### src/rtl/mem_arb_pkg.sv
// Shared types and helpers for the round-robin MEM arbiter and its ID FIFO.
package mem_arb_pkg;

   typedef enum logic {ARB, HOLD} arb_state_e;

   function automatic int idx_width(input int n);
      return (n > 1) ? $clog2(n) : 1;
   endfunction

endpackage

### src/rtl/mem_arb_id_fifo.sv
// In-order FIFO holding the requester index of each outstanding MEM transaction.
module mem_arb_id_fifo
   import mem_arb_pkg::*;
#(
   parameter int WIDTH = 2,
   parameter int DEPTH = 4
) (
   input  logic             clk_i,
   input  logic             rst_i,
   input  logic             push,
   input  logic             pop,
   input  logic [WIDTH-1:0] din,
   output logic [WIDTH-1:0] dout,
   output logic             full,
   output logic             empty
);

   localparam int AW = idx_width(DEPTH);

   logic [WIDTH-1:0] mem [DEPTH];
   logic [AW-1:0]    wr_ptr;
   logic [AW-1:0]    rd_ptr;
   logic [AW:0]      count;
   logic             do_push;
   logic             do_pop;

   assign full    = (count == (AW+1)'(DEPTH));
   assign empty   = (count == '0);
   assign dout    = mem[rd_ptr];
   assign do_push = push & ~full;
   assign do_pop  = pop & ~empty;

   // DEPTH is a power of two, so the pointers wrap without explicit compare.
   always_ff @(posedge clk_i or posedge rst_i) begin
      if (rst_i) begin
         wr_ptr <= '0;
         rd_ptr <= '0;
         count  <= '0;
      end else begin
         if (do_push) wr_ptr <= wr_ptr + 1'b1;
         if (do_pop)  rd_ptr <= rd_ptr + 1'b1;
         case ({do_push, do_pop})
            2'b10:   count <= count + 1'b1;
            2'b01:   count <= count - 1'b1;
            default: count <= count;
         endcase
      end
   end

   always_ff @(posedge clk_i) begin
      if (do_push) mem[wr_ptr] <= din;
   end

endmodule

### src/rtl/mem_rr_arbiter.sv
// Round-robin arbiter sharing one MEM slave port among NUM_REQ requesters.
// Define MEM_RR_ARBITER_PERF_EN to add per-requester grant counters (grant_cnt_o).
module mem_rr_arbiter
   import mem_arb_pkg::*;
#(
   parameter int NUM_REQ         = 4,
   parameter int DATA_WIDTH      = 32,
   parameter int ADDR_WIDTH      = 32,
   parameter int MAX_OUTSTANDING = 4
) (
   input  logic                             clk_i,
   input  logic                             rst_i,
   input  logic [NUM_REQ-1:0]               s_mem_req_i,
   output logic [NUM_REQ-1:0]               s_mem_gnt_o,
   output logic [NUM_REQ-1:0]               s_mem_valid_o,
   input  logic [NUM_REQ*ADDR_WIDTH-1:0]    s_mem_addr_i,
   input  logic [NUM_REQ*DATA_WIDTH-1:0]    s_mem_wdata_i,
   input  logic [NUM_REQ*DATA_WIDTH/8-1:0]  s_mem_be_i,
   input  logic [NUM_REQ-1:0]               s_mem_we_i,
   output logic [NUM_REQ*DATA_WIDTH-1:0]    s_mem_rdata_o,
   output logic [NUM_REQ-1:0]               s_mem_error_o,
   output logic                             m_mem_req_o,
   input  logic                             m_mem_gnt_i,
   input  logic                             m_mem_valid_i,
   output logic [ADDR_WIDTH-1:0]            m_mem_addr_o,
   output logic [DATA_WIDTH-1:0]            m_mem_wdata_o,
   output logic [DATA_WIDTH/8-1:0]          m_mem_be_o,
   output logic                             m_mem_we_o,
   input  logic [DATA_WIDTH-1:0]            m_mem_rdata_i,
   input  logic                             m_mem_error_i,
   output logic                             proto_err_o
`ifdef MEM_RR_ARBITER_PERF_EN
   ,
   output logic [NUM_REQ*32-1:0]            grant_cnt_o
`endif
);

   localparam int IDX_W = idx_width(NUM_REQ);
   localparam int BE_W  = DATA_WIDTH / 8;

   arb_state_e       state;
   logic [IDX_W-1:0] rr_ptr;
   logic [IDX_W-1:0] hold_idx;
   logic [IDX_W-1:0] arb_idx;
   logic [IDX_W-1:0] cand;
   logic [IDX_W-1:0] sel_idx;
   logic [IDX_W-1:0] nxt_ptr;
   logic [IDX_W-1:0] head_idx;
   logic             arb_found;
   logic             fifo_full;
   logic             fifo_empty;
   logic             hs;
   logic             pop;

   // Search from rr_ptr upward; the subtraction handles wrap for any NUM_REQ.
   always_comb begin
      arb_found = 1'b0;
      arb_idx   = '0;
      cand      = '0;
      for (int i = 0; i < NUM_REQ; i++) begin
         if (int'(rr_ptr) >= NUM_REQ - i) cand = rr_ptr - IDX_W'(NUM_REQ - i);
         else                             cand = rr_ptr + IDX_W'(i);
         if (!arb_found && s_mem_req_i[cand]) begin
            arb_found = 1'b1;
            arb_idx   = cand;
         end
      end
   end

   always_comb begin
      sel_idx     = (state == HOLD) ? hold_idx : arb_idx;
      m_mem_req_o = (state == HOLD) ? s_mem_req_i[hold_idx] : (arb_found & ~fifo_full);
      hs          = m_mem_req_o & m_mem_gnt_i;
      nxt_ptr     = (int'(sel_idx) == NUM_REQ - 1) ? '0 : sel_idx + 1'b1;

      s_mem_gnt_o          = '0;
      s_mem_gnt_o[sel_idx] = hs;

      m_mem_addr_o  = '0;
      m_mem_wdata_o = '0;
      m_mem_be_o    = '0;
      m_mem_we_o    = 1'b0;
      if (m_mem_req_o) begin
         m_mem_addr_o  = s_mem_addr_i[sel_idx*ADDR_WIDTH +: ADDR_WIDTH];
         m_mem_wdata_o = s_mem_wdata_i[sel_idx*DATA_WIDTH +: DATA_WIDTH];
         m_mem_be_o    = s_mem_be_i[sel_idx*BE_W +: BE_W];
         m_mem_we_o    = s_mem_we_i[sel_idx];
      end
   end

   assign pop = m_mem_valid_i & ~fifo_empty;

   for (genvar k = 0; k < NUM_REQ; k++) begin : g_rsp
      assign s_mem_valid_o[k] = pop & (head_idx == IDX_W'(k));
      assign s_mem_rdata_o[k*DATA_WIDTH +: DATA_WIDTH] = s_mem_valid_o[k] ? m_mem_rdata_i : '0;
      assign s_mem_error_o[k] = s_mem_valid_o[k] & m_mem_error_i;
   end

   // HOLD pins the selection so the payload stays stable until the grant arrives.
   always_ff @(posedge clk_i or posedge rst_i) begin
      if (rst_i) begin
         state       <= ARB;
         rr_ptr      <= '0;
         hold_idx    <= '0;
         proto_err_o <= 1'b0;
      end else begin
         if (m_mem_valid_i && fifo_empty) proto_err_o <= 1'b1;
         if (hs) rr_ptr <= nxt_ptr;
         unique case (state)
            ARB: begin
               if (m_mem_req_o && !m_mem_gnt_i) begin
                  hold_idx <= arb_idx;
                  state    <= HOLD;
               end
            end
            HOLD: begin
               if (!s_mem_req_i[hold_idx] || m_mem_gnt_i) state <= ARB;
            end
         endcase
      end
   end

   mem_arb_id_fifo #(
      .WIDTH (IDX_W),
      .DEPTH (MAX_OUTSTANDING)
   ) u_id_fifo (
      .clk_i (clk_i),
      .rst_i (rst_i),
      .push  (hs),
      .pop   (pop),
      .din   (sel_idx),
      .dout  (head_idx),
      .full  (fifo_full),
      .empty (fifo_empty)
   );

`ifdef MEM_RR_ARBITER_PERF_EN
   for (genvar k = 0; k < NUM_REQ; k++) begin : g_perf
      logic [31:0] cnt;
      always_ff @(posedge clk_i or posedge rst_i) begin
         if (rst_i) cnt <= '0;
         else if (hs && (sel_idx == IDX_W'(k)) && (cnt != '1)) cnt <= cnt + 1'b1;
      end
      assign grant_cnt_o[k*32 +: 32] = cnt;
   end
`endif

endmodule

### config.mk
export PLATFORM = sky130hd
export DESIGN_NAME = mem_rr_arbiter
export DESIGN_NICKNAME = d
export VERILOG_FILES = /design/src/rtl/mem_arb_pkg.sv /design/src/rtl/mem_arb_id_fifo.sv /design/src/rtl/mem_rr_arbiter.sv
export SDC_FILE = /design/constraint.sdc
export NUM_CORES = 1
export LEC_CHECK = 0
export BUFFER_PORTS_ARGS = -buffer_cell sky130_fd_sc_hd__buf_4
export CAP_MARGIN = 30
export CORE_AREA = 5 5 205 207
export DETAILED_ROUTE_END_ITERATION = 16
export DIE_AREA = 0 0 210 212
export GPL_ROUTABILITY_DRIVEN = 0
export PLACE_DENSITY = 0.49
export SYNTH_ARGS = -nofsm -noshare
export SYNTH_HDL_FRONTEND = slang
export SYNTH_SLANG_ARGS = --single-unit
### constraint.sdc
create_clock -name clk_i -period 3.75 [get_ports clk_i]
set_input_delay 0.75 -clock clk_i [delete_from_list [all_inputs] [get_ports clk_i]]
set_output_delay 0.75 -clock clk_i [all_outputs]
set_load 0.03 [all_outputs]
# Yosys cells after proc, flatten, opt, wreduce, memory -nomap -nowiden
# Memories as Yosys holds them, arrays and structs flattened.
# Cells that the tools add are included.
[word_totals] regBits=13 mem_bits_rw=8 output_inout_bits=211 elab_cells=114 n_memories=1
[classes] add_sub_neg=11 order_cmp=10 n_eq_ne=7 shifts=3 muxes=42 n_bitwise=17 reduce_logical=16
[mem_list] memory="u_id_fifo.mem" words=4 word_bits=2 rd=1 rd_clocked_by_memory_dff=0 write_ports=1 line_no="mem_arb_id_fifo.sv:20" source="logic [WIDTH-1:0] mem [DEPTH];"
[op_table] operator="128-bit by 8-bit variable part select with 32-bit output" n=2
[op_table] operator="32-bit two-way mux" n=6
[op_table] operator="2-bit by 3-bit < comparator with 1-bit output, second input constant" n=6
[op_table] operator="2-bit two-way mux" n=9
[op_table] operator="1-bit two-way mux" n=17
[op_table] operator="16-bit by 5-bit variable part select with 4-bit output" n=1
[op_table] operator="1-bit bitwise AND" n=13
[op_table] operator="1-bit binary-select mux with 2-bit select" n=6
[op_table] operator="2-bit by 1-bit adder with 2-bit output, second input constant" n=4
[op_table] operator="2-bit by 1-bit equality test with 1-bit output, second input constant" n=3
[op_table] operator="2-bit equality test, second input constant" n=3
[op_table] operator="1-bit logical AND" n=6
[op_table] operator="3-bit one-hot mux with 2 select lines" n=1
[op_table] operator="1-bit logical NOT" n=5
[op_table] operator="2-bit adder, second input constant" n=2
[op_table] operator="4-bit bitwise AND" n=1
[op_table] operator="2-bit by 1-bit >= comparator with 1-bit output, second input constant" n=2
[op_table] operator="2-bit >= comparator, second input constant" n=2
[op_table] operator="4-bit two-way mux" n=1
[op_table] operator="2-bit subtractor, second input constant" n=2
[op_table] operator="3-bit by 1-bit adder with 3-bit output, second input constant" n=1
[op_table] operator="3-bit equality test, second input constant" n=1
[op_table] operator="3-bit logical NOT" n=1
[op_table] operator="1-bit NOT" n=3
[op_table] operator="other kinds (8)" n=8

# Depth between registers and ports, before layout
# Gate-level depths: netlist (run 1).
[depth] depth_word=18 ltp_mapped=13 mapped_depth_nobuf=11

# By module
# A second synthesis (run 1) with hierarchy kept.
[unflattened] hier_cells=546 hier_area_um2=4575.6
[modules_own_cells] mod="mem_rr_arbiter" instances=1 cells_per_inst=498 area_each_um2=3846.2 seq_area_each_um2=150.1
[modules_own_cells] mod="mem_arb_id_fifo" instances=1 cells_per_inst=48 area_each_um2=729.4 seq_area_each_um2=415.4

# Least setup slack after synthesis (run 1)
# No wires, ideal clock.
[synth_timing] kind="reg-to-output" start="reg rr_ptr[0]" end="out s_mem_gnt_o[0]" t_arrival_ns=2.750 required_time_ns=3.000 slack_ns=0.250 stages_incl_launch_ff=14 n_path_buf=4 cell_sequence="dfrtp_1 > buf_6 > inv_1 > ha_1 > buf_6 > mux2_4 > a222oi_1 > o21ai_1 > mux2_4 > buf_12 > buf_12 > inv_1 > ha_1 > and3_1"
[synth_via] elab_chain_len=18 word_cells_on_any_way=44 cone_classes="add/sub (6); order compare (5); mux (23); bitwise (3); reduce/logical (7)"
[synth_lines] item="start, declared" line_no="mem_rr_arbiter.sv:42" source="logic [IDX_W-1:0] rr_ptr;"
[synth_lines] item="start signal, assigned" line_no="mem_rr_arbiter.sv:108" source="if (hs) rr_ptr <= nxt_ptr;"
[synth_lines] item="2-bit by 1-bit adder with 2-bit output (tied with other cells)" line_no="mem_rr_arbiter.sv:62" source="else cand = rr_ptr + IDX_W'(i);"
[synth_lines] item="2-bit two-way mux or 1-bit two-way mux (tied branches)" line_no="mem_rr_arbiter.sv:61, mem_rr_arbiter.sv:63"
[synth_lines] item="1-bit binary-select mux with 2-bit select or 1-bit two-way mux (tied branches)" line_no="mem_rr_arbiter.sv:63" source="if (!arb_found && s_mem_req_i[cand]) begin"
[synth_lines] item="1-bit two-way mux (implied by the code) or 1-bit logical NOT (tied branches)" line_no="mem_rr_arbiter.sv:63"
[synth_lines] item="1-bit logical AND" line_no="mem_rr_arbiter.sv:63"
[synth_lines] item="1-bit two-way mux" line_no="mem_rr_arbiter.sv:63"
[synth_lines] item="1-bit logical NOT" line_no="mem_rr_arbiter.sv:63"
[synth_lines] item="1-bit logical AND" line_no="mem_rr_arbiter.sv:63"
[synth_lines] item="[3 not listed]"
[synth_lines] item="2-bit two-way mux *" line_no="mem_rr_arbiter.sv:63"
[synth_lines] item="2-bit two-way mux *" line_no="mem_rr_arbiter.sv:71" source="sel_idx = (state == HOLD) ? hold_idx : arb_idx;"
[synth_lines] item="named net sel_idx[0]" line_no="mem_rr_arbiter.sv:46" source="logic [IDX_W-1:0] sel_idx;"
[synth_lines] item="2-bit by 3-bit < comparator with 1-bit output (implied by the code) or 2-bit by 1-bit >= comparator with 1-bit output (tied branches)" line_no="mem_rr_arbiter.sv:77" source="s_mem_gnt_o[sel_idx] = hs;"
[synth_lines] item="1-bit logical AND (implied by the code)" line_no="mem_rr_arbiter.sv:77"
[synth_lines] item="1-bit two-way mux (implied by the code)" line_no="mem_rr_arbiter.sv:77"
[synth_lines] item="1-bit demux with 2-bit select *" line_no="mem_rr_arbiter.sv:77"
[synth_lines] item="4-bit bitwise AND (no source line) *"
[synth_lines] item="end, declared" line_no="mem_rr_arbiter.sv:14" source="output logic [NUM_REQ-1:0] s_mem_gnt_o,"
# The timed path passes the listed nets; every way through them passes the cells marked *. The select of a mux whose other input is x is not followed.

# Final worst setup path (run 1)
[layout_timing] start="in s_mem_req_i[3]" end="out m_mem_addr_o[31]"
[layout_via] elab_chain_len=15 word_cells_on_any_way=29 cone_classes="shift (1); mux (21); bitwise (1); reduce/logical (6)"
[layout_lines] item="start, declared" line_no="mem_rr_arbiter.sv:13" source="input logic [NUM_REQ-1:0] s_mem_req_i,"
[layout_lines] item="1-bit binary-select mux with 2-bit select" line_no="mem_rr_arbiter.sv:63"
[layout_lines] item="1-bit two-way mux (implied by the code)" line_no="mem_rr_arbiter.sv:63"
[layout_lines] item="1-bit two-way mux" line_no="mem_rr_arbiter.sv:63"
[layout_lines] item="1-bit logical NOT" line_no="mem_rr_arbiter.sv:63"
[layout_lines] item="1-bit logical AND" line_no="mem_rr_arbiter.sv:63"
[layout_lines] item="1-bit two-way mux" line_no="mem_rr_arbiter.sv:63"
[layout_lines] item="1-bit logical NOT" line_no="mem_rr_arbiter.sv:63"
[layout_lines] item="1-bit logical AND" line_no="mem_rr_arbiter.sv:63"
[layout_lines] item="1-bit two-way mux" line_no="mem_rr_arbiter.sv:63"
[layout_lines] item="1-bit logical NOT" line_no="mem_rr_arbiter.sv:63"
[layout_lines] item="1-bit logical AND" line_no="mem_rr_arbiter.sv:63"
[layout_lines] item="2-bit two-way mux or 1-bit two-way mux (tied branches)" line_no="mem_rr_arbiter.sv:63"
[layout_lines] item="2-bit two-way mux or 1-bit bitwise AND (tied branches)" line_no="mem_rr_arbiter.sv:71, mem_rr_arbiter.sv:72"
[layout_lines] item="128-bit by 8-bit variable part select with 32-bit output or 1-bit two-way mux (tied branches)" line_no="mem_rr_arbiter.sv:84, mem_rr_arbiter.sv:72"
[layout_lines] item="32-bit two-way mux *" line_no="mem_rr_arbiter.sv:83" source="if (m_mem_req_o) begin"
[layout_lines] item="end, declared" line_no="mem_rr_arbiter.sv:25" source="output logic [ADDR_WIDTH-1:0] m_mem_addr_o,"
# Mark *: on every way between the ends. The rest lies on a longest branch, timed or not. The select of a mux whose other input is x is not followed.

==> impl_metrics.yaml, run 1 <==
run_status:
  status: "finished, final reports clean"
timing:
  tightestPinTransition_ns: 0.551
  post-route-period-util_pct: 98.6
  clock_skew_ns: 0.00143
  fin_ws_ns: 0.0537
  rsz0062_at_grt: "yes"
  final-hold-violation-count: 0
  slew_headroom_pct: 63.1
  slew_violations: 0
  fin_crit_ns: 3.70
  setup_viol: 0
  fin_tns_setup_ns: 0
  fmax_mhz: 271
global_routing:
  use_met3_pct: 3.66
  grt_overflow_total: 0
  top_usage_layer: "met2"
  use_met1_pct: 21.0
  grt_util_all_layers_pct: 17.0
  grt_max_degree: 98
  antenna_found_initial: 1
  grt_pass1_vias: 9770
  grt_pass1_wl_um: 60900
  gr-usage-met2_pct: 31.4
cells_and_area:
  regArea_um2: 566
  synthToLayoutAreaGrowth_pct: 65.9
  multiInputGateArea_um2: 6180
  nets: 1797
  final_cell_count_no_fill: 2000
  fillerInstances: 4343
  final_layout_size_suffix_gt1_share_pct: 46.4
floorplan:
  die_w_um: 210
  core_um2: 40200
  die_area_um2: 44500
  initial_utilization_pct: 18.4
  dieHeight_um: 212
  rows: 74
  ios: 528
power_and_ir_drop:
  ir_worst_vdd_mv: 0.526
  switchingPower_w: 0.00654
  total_power_w: 0.0118
  swShare_pct: 55.5
  powerDensity_nw_per_um2: 958
  power_frac_clock_pct: 1.9
  p_seq_share_pct: 3.7
  p_int_w: 0.00524
  p_leak_nw: 5.52
  combPwrFrac_pct: 94.4
setup_path:
  critPathKind: "input pin to output pin"
  worstPathRequired_ns: 3.00
  end_kind: "output pin"
  cp.arrival_ns: 2.95
  cp-start-kind: "input pin"
  cp_max_fo: 29
  crit-reg2reg-launch: "rr_ptr[0]"
  crit_start: "s_mem_req_i[3]"
min_path:
  hold_class: "flop to flop"
  hp-start: "u_id_fifo.count[2]"
routing:
  vias_per_cell: 5.09
  ant_nets: 0
  firstDrtPassIters: 7
  vias: 10200
  drtIter0Drc: 693
  drc: 0
  wl_per_cell_um: 21.2
  finalWirelength_um: 42500
yosys:
  synth.distinct_cells: 48
  synth.net_count: 1341
  syn_avg_cell_area_um2: 7.32
  ys_seq_area_share_pct: 7.63
  synth_cells: 1012
  ys_seq_elements: 21
  yosysWarningCount: 0
  syn_area_um2: 7410
clocking:
  cts_sinks: 21
  clkSlewWorstSetupHoldPaths_ns: 0.06
  cts_hold_buffers: 0
  cts_made_buffers: 3
  cts_tree: "done"
  cts_root_buf: "clkbuf_16"
  clockBufferDepth: 2
  clock_latency_ns: 0.25
  htreeDepth: 1
placement:
  portBuffers: 527
  post-place-cells: 1991
  pre_cts_slack_ns: 0.150
  dpl.hpwl_um: 33600
flow_run:
  drv_cap: 0
==> state kept, by name (all words and copies together), names as in the netlist <==
register and flops:
u_id_fifo.count 3, u_id_fifo.mem 8, proto_err_o 1, rr_ptr 2
state 1, hold_idx 2, u_id_fifo.wr_ptr 2, u_id_fifo.rd_ptr 2
==> through the flow <==
stage,hold slack (ns),cell area [um2],utilization (%)
after floorplan,0.477,7410,-
after global placement,0.511,12100,30.1
after global routing,0.539,12300,30.6
after detailed placement,0.512,12100,30.1
final,0.513,12300,30.6
after CTS,0.521,12200,30.3
==> power groups by stage <==
stage / clock network, W / logic, W / registers (W)
CTS: 0.000230 / 0.0110 / 0.000443
finish: 0.000222 / 0.0111 / 0.000441
floorplan: 0 / 0.00741 / 0.000431
global placement: 0 / 0.0109 / 0.000447
detailed placement: 0 / 0.0110 / 0.000447
global route: 0.000238 / 0.0118 / 0.000456
==> worst paths after layout <==
kind,end,slack (ns),cells past startpoint
max reg2reg,rr_ptr[0],1.14,9
min,u_id_fifo.count[2],0.51,1
min in group asynchronous,u_id_fifo.rd_ptr[1],0.55,2
max in group asynchronous,proto_err_o,2.84,2
max,m_mem_addr_o[31],0.05,8
min reg2reg,u_id_fifo.count[2],0.51,1
==> per-layer routing <==
| layer | wire length (um) | vias to the layer above |
|---|---|---|
| met4 | 512 | 2 |
| met1 | 16700 | 4874 |
| met3 | 3320 | 30 |
| met2 | 22000 | 468 |
| li1 | - | 4805 |
| met5 | 13 | - |
==> layout by cell type (no fill, tap or decap), drive strengths merged, types with 5 or more instances in the layout <==
| cell type | synthesis | final |
|---|---|---|
| edfxtp | 8 | 8 |
| and2 | 137 | 137 |
| o211ai | 139 | 139 |
| a22oi | 139 | 139 |
| nand4 | 138 | 138 |
| nor2 | 8 | 8 |
| ha | 11 | 11 |
| inv | 11 | 11 |
| nand2 | 146 | 146 |
| and3 | 5 | 5 |
| dfrtp | 13 | 13 |
| mux2 | 76 | 76 |
| clkbuf | 94 | 6 |
| buf | 39 | 582 |
| mux2i | 5 | 5 |
==> Yosys cell counts (all sizes together) <==
library cell | n | area [um2]
nor3 | 1 | 5.00
o21bai | 1 | 7.51
nand3 | 1 | 5.00
a21oi | 1 | 5.00
xor2 | 3 | 26.3
and2 | 137 | 857
o211ai | 139 | 1040
inv | 11 | 41.3
and3 | 5 | 31.3
edfxtp | 8 | 240
o21a | 1 | 7.51
nor3b | 4 | 35.0
o21ai | 4 | 20.0
or4 | 1 | 7.51
a22o | 1 | 8.76
or3b | 1 | 8.76
nand3b | 1 | 7.51
nand4 | 138 | 863
o21ba | 2 | 20.0
ha | 11 | 138
o211a | 1 | 10.0
a21o | 1 | 7.51
nand2 | 146 | 548
nor2 | 8 | 32.5
nand2b | 1 | 6.26
a222oi | 1 | 10.0
a22oi | 139 | 1040
xnor2 | 3 | 26.3
fa | 1 | 20.0
mux2 | 76 | 1110
mux2i | 5 | 50.1
dfrtp | 13 | 325
nor2b | 1 | 6.26
clkbuf | 94 | 353
o31ai | 4 | 30.0
or2 | 1 | 6.26
mux4 | 4 | 90.1
buf | 39 | 328
a21bo | 1 | 10.0
or3 | 2 | 12.5
==> worst max-delay path, stage by stage <==
cell and delay (ns):
buf_4 0.14, mux4_2 0.45, or3_1 0.32, o21ai_1 0.12, mux2_4 0.32, buf_16 0.25
mux2_2 0.37, buf_4 0.17
==> what timing repair did <==
item                       4_1_cts  5_1_grt
setup endpoints to repair        0       29
setup buffers                    0        2
gates resized for setup          0        5
==> final cells by class <==
class	instances	share of cell area (%)
multi-input cells	847	50.3
repair buffers	584	38.7
well taps	532	5.42
flip-flops and latches	21	4.60
clock buffers	4	0.641
inverters	11	0.336
diodes	1	0.0204
==> cells by family after synthesis <==
family	after synthesis	share of synthesized area [%]
buf+inv	144	9.75
fa+ha+maj	12	2.13
flops	21	7.63
xor+xnor	6	0.709
simple gates	448	32.8
compound gates	296	30.0
mux	85	16.9
Note: power is estimated with default switching activity, not from simulation.
==> run 2, diff against run 1 <==
--- a/config.mk
+++ b/config.mk
@@ -11,7 +11,8 @@
 export DETAILED_ROUTE_END_ITERATION = 16
 export DIE_AREA = 0 0 210 212
 export GPL_ROUTABILITY_DRIVEN = 0
-export PLACE_DENSITY = 0.49
+export PLACE_DENSITY = 0.44
+export SKIP_CTS_REPAIR_TIMING = 1
 export SYNTH_ARGS = -nofsm -noshare
 export SYNTH_HDL_FRONTEND = slang
 export SYNTH_SLANG_ARGS = --single-unit
==> run 2 against run 1 <==
  * Critical path depth is 3 higher
  * Global-route usage is 0.78 points higher
  * Clock power hardly changed
  * Combinational power hardly changed
  * Clock-buffer cell count stayed put
  * Critical path type is now flop to output pin
  * Largest power group unchanged
==> impl_metrics.yaml, run 2 (synthesis results as in run 1) <==
timing:
  clock_skew_ns: 0.00313
  post-route-period-util_pct: 97.2
  slew_headroom_pct: 51.8
  rsz0062_at_grt: "yes"
  fin_crit_ns: 3.65
  setup_viol: 0
  slew_violations: 0
  final-hold-violation-count: 0
  fmax_mhz: 274
  tightestPinTransition_ns: 0.721
global_routing:
  grt_overflow_total: 0
  grt_max_degree: 119
  grt_util_all_layers_pct: 17.8
  grt_pass1_wl_um: 63600
  antenna_found_initial: 7
  grt_pass1_vias: 10200
cells_and_area:
  nets: 1803
  multiInputGateArea_um2: 6180
  fillerInstances: 4371
  final_cell_count_no_fill: 2011
  regArea_um2: 566
  postLayoutCoreUtil_pct: 30.3
  reg.largest.list: "u_id_fifo.mem: 8 flops, u_id_fifo.count: 3 flops"
  largest_reg_flops: 8
  layout_commonest_cell: "buf_4"
  largest-register: "u_id_fifo.mem"
  final_layout_size_suffix_gt1_share_pct: 46.8
  most-common-layout-cells: "buf_4, nand2_1, o211ai_1"
  synthToLayoutAreaGrowth_pct: 64.6
flow_run:
  drv_cap: 0
routing:
  vias_per_cell: 5.06
  wl_per_cell_um: 21.7
  drc: 0
  firstDrtPassIters: 5
  vias: 10200
  finalWirelength_um: 43500
  ant_nets: 0
  drtIter0Drc: 670
setup_path:
  cp-start-kind: "flop"
  worstPathRequired_ns: 3.00
  cp_max_fo: 24
  critPathKind: "flop to output pin"
  cp.arrival_ns: 2.90
  end_kind: "output pin"
floorplan:
  die_w_um: 210
  rows: 74
  ios: 528
  core_um2: 40200
  dieHeight_um: 212
  die_area_um2: 44500
  initial_utilization_pct: 18.4
power_and_ir_drop:
  ir_worst_vdd_mv: 0.705
  swShare_pct: 56.1
  p_int_w: 0.00510
  p_leak_nw: 5.48
  power_frac_clock_pct: 1.9
  switchingPower_w: 0.00652
  powerDensity_nw_per_um2: 954
  p_seq_share_pct: 3.7
  total_power_w: 0.0116
  combPwrFrac_pct: 94.4
clocking:
  cts_root_buf: "clkbuf_16"
  cts_sinks: 21
  cts_tree: "done"
  clock_latency_ns: 0.25
  clkSlewWorstSetupHoldPaths_ns: 0.06
  cts_made_buffers: 3
  clockBufferDepth: 2
  htreeDepth: 1
placement:
  portBuffers: 527
  dpl.hpwl_um: 34400
  post-place-cells: 1999
min_path:
  hold_class: "flop to flop"
run_status:
  status: "finished, final reports clean"
[run 2: cell types whose count changed in the layout (fill, tap and decap cells not counted), sizes merged]
cell    before  now
clkbuf       6    4
diode        1    6
buf        582  590
[run 2: critical path: stages, from the launching register on]
cell and delay, ns:
dfrtp_1 0.35, inv_2 0.07, ha_4 0.31, mux2_2 0.34
a222oi_1 0.33, o21ai_2 0.12, mux2_4 0.35, buf_12 0.19
inv_1 0.10, ha_1 0.13, and3_1 0.19, buf_4 0.18
[run 2: path summary, 6_finish.rpt]
path	slack [ns]	end	depth (start not counted)	startpoint
worst max-delay path	0.10	s_mem_gnt_o[0]	11	rr_ptr[0]
worst min-delay path	0.46	proto_err_o	1	proto_err_o
worst max register to register	1.16	rr_ptr[0]	9	rr_ptr[0]
worst min register to register	0.46	proto_err_o	1	proto_err_o
max in group asynchronous	2.81	u_id_fifo.rd_ptr[1]	2	rst_i
min in group asynchronous	0.56	rr_ptr[1]	2	rst_i
[run 2: per-layer routing]
| metal | vias to the layer above | global-route usage, % | part of all wire [%] | wire length [um] |
|---|---|---|---|---|
| li1 | 4818 | - | - | - |
| met1 | 4889 | 20.9 | 39 | 16900 |
| met2 | 434 | 33.5 | 52 | 22500 |
| met3 | 35 | 4.41 | 7.8 | 3390 |
| met4 | 2 | 2.66 | 1.7 | 745 |
| met5 | - | 0 | 0.030 | 13 |
[run 2: cell type report]
class / count / share of cell area (%)
Inverter: 11 / 0.339
Tap cell: 532 / 5.46
Sequential cell: 21 / 4.64
Clock buffer: 4 / 0.647
Antenna cell: 6 / 0.123
Timing Repair Buffer: 590 / 38.1
Multi-Input combinational cell: 847 / 50.7
[run 2: power by group through the flow]
stage                     sequential, W  combinational [W]  clock, W
after floorplan                0.000431            0.00741         0
after global routing           0.000451             0.0117  0.000241
after detailed placement       0.000440             0.0110         0
final                          0.000435             0.0110  0.000221
after CTS                      0.000437             0.0110  0.000229
after global placement         0.000437             0.0110         0
[run 2: per-stage QoR]
step / TNS, ns / cell area [um2] / setup WS [ns] / hold slack (ns)
2_1_floorplan: 0 / 7410 / 0.250 / 0.477
3_3_place_gp: 0 / 12100 / 0.0855 / 0.443
3_5_place_dp: 0 / 12100 / 0.0749 / 0.457
4_1_cts: -0.414 / 12100 / -0.0721 / 0.467
5_1_grt: -0.00983 / 12200 / -0.00983 / 0.503
6_report: 0 / 12200 / 0.105 / 0.459
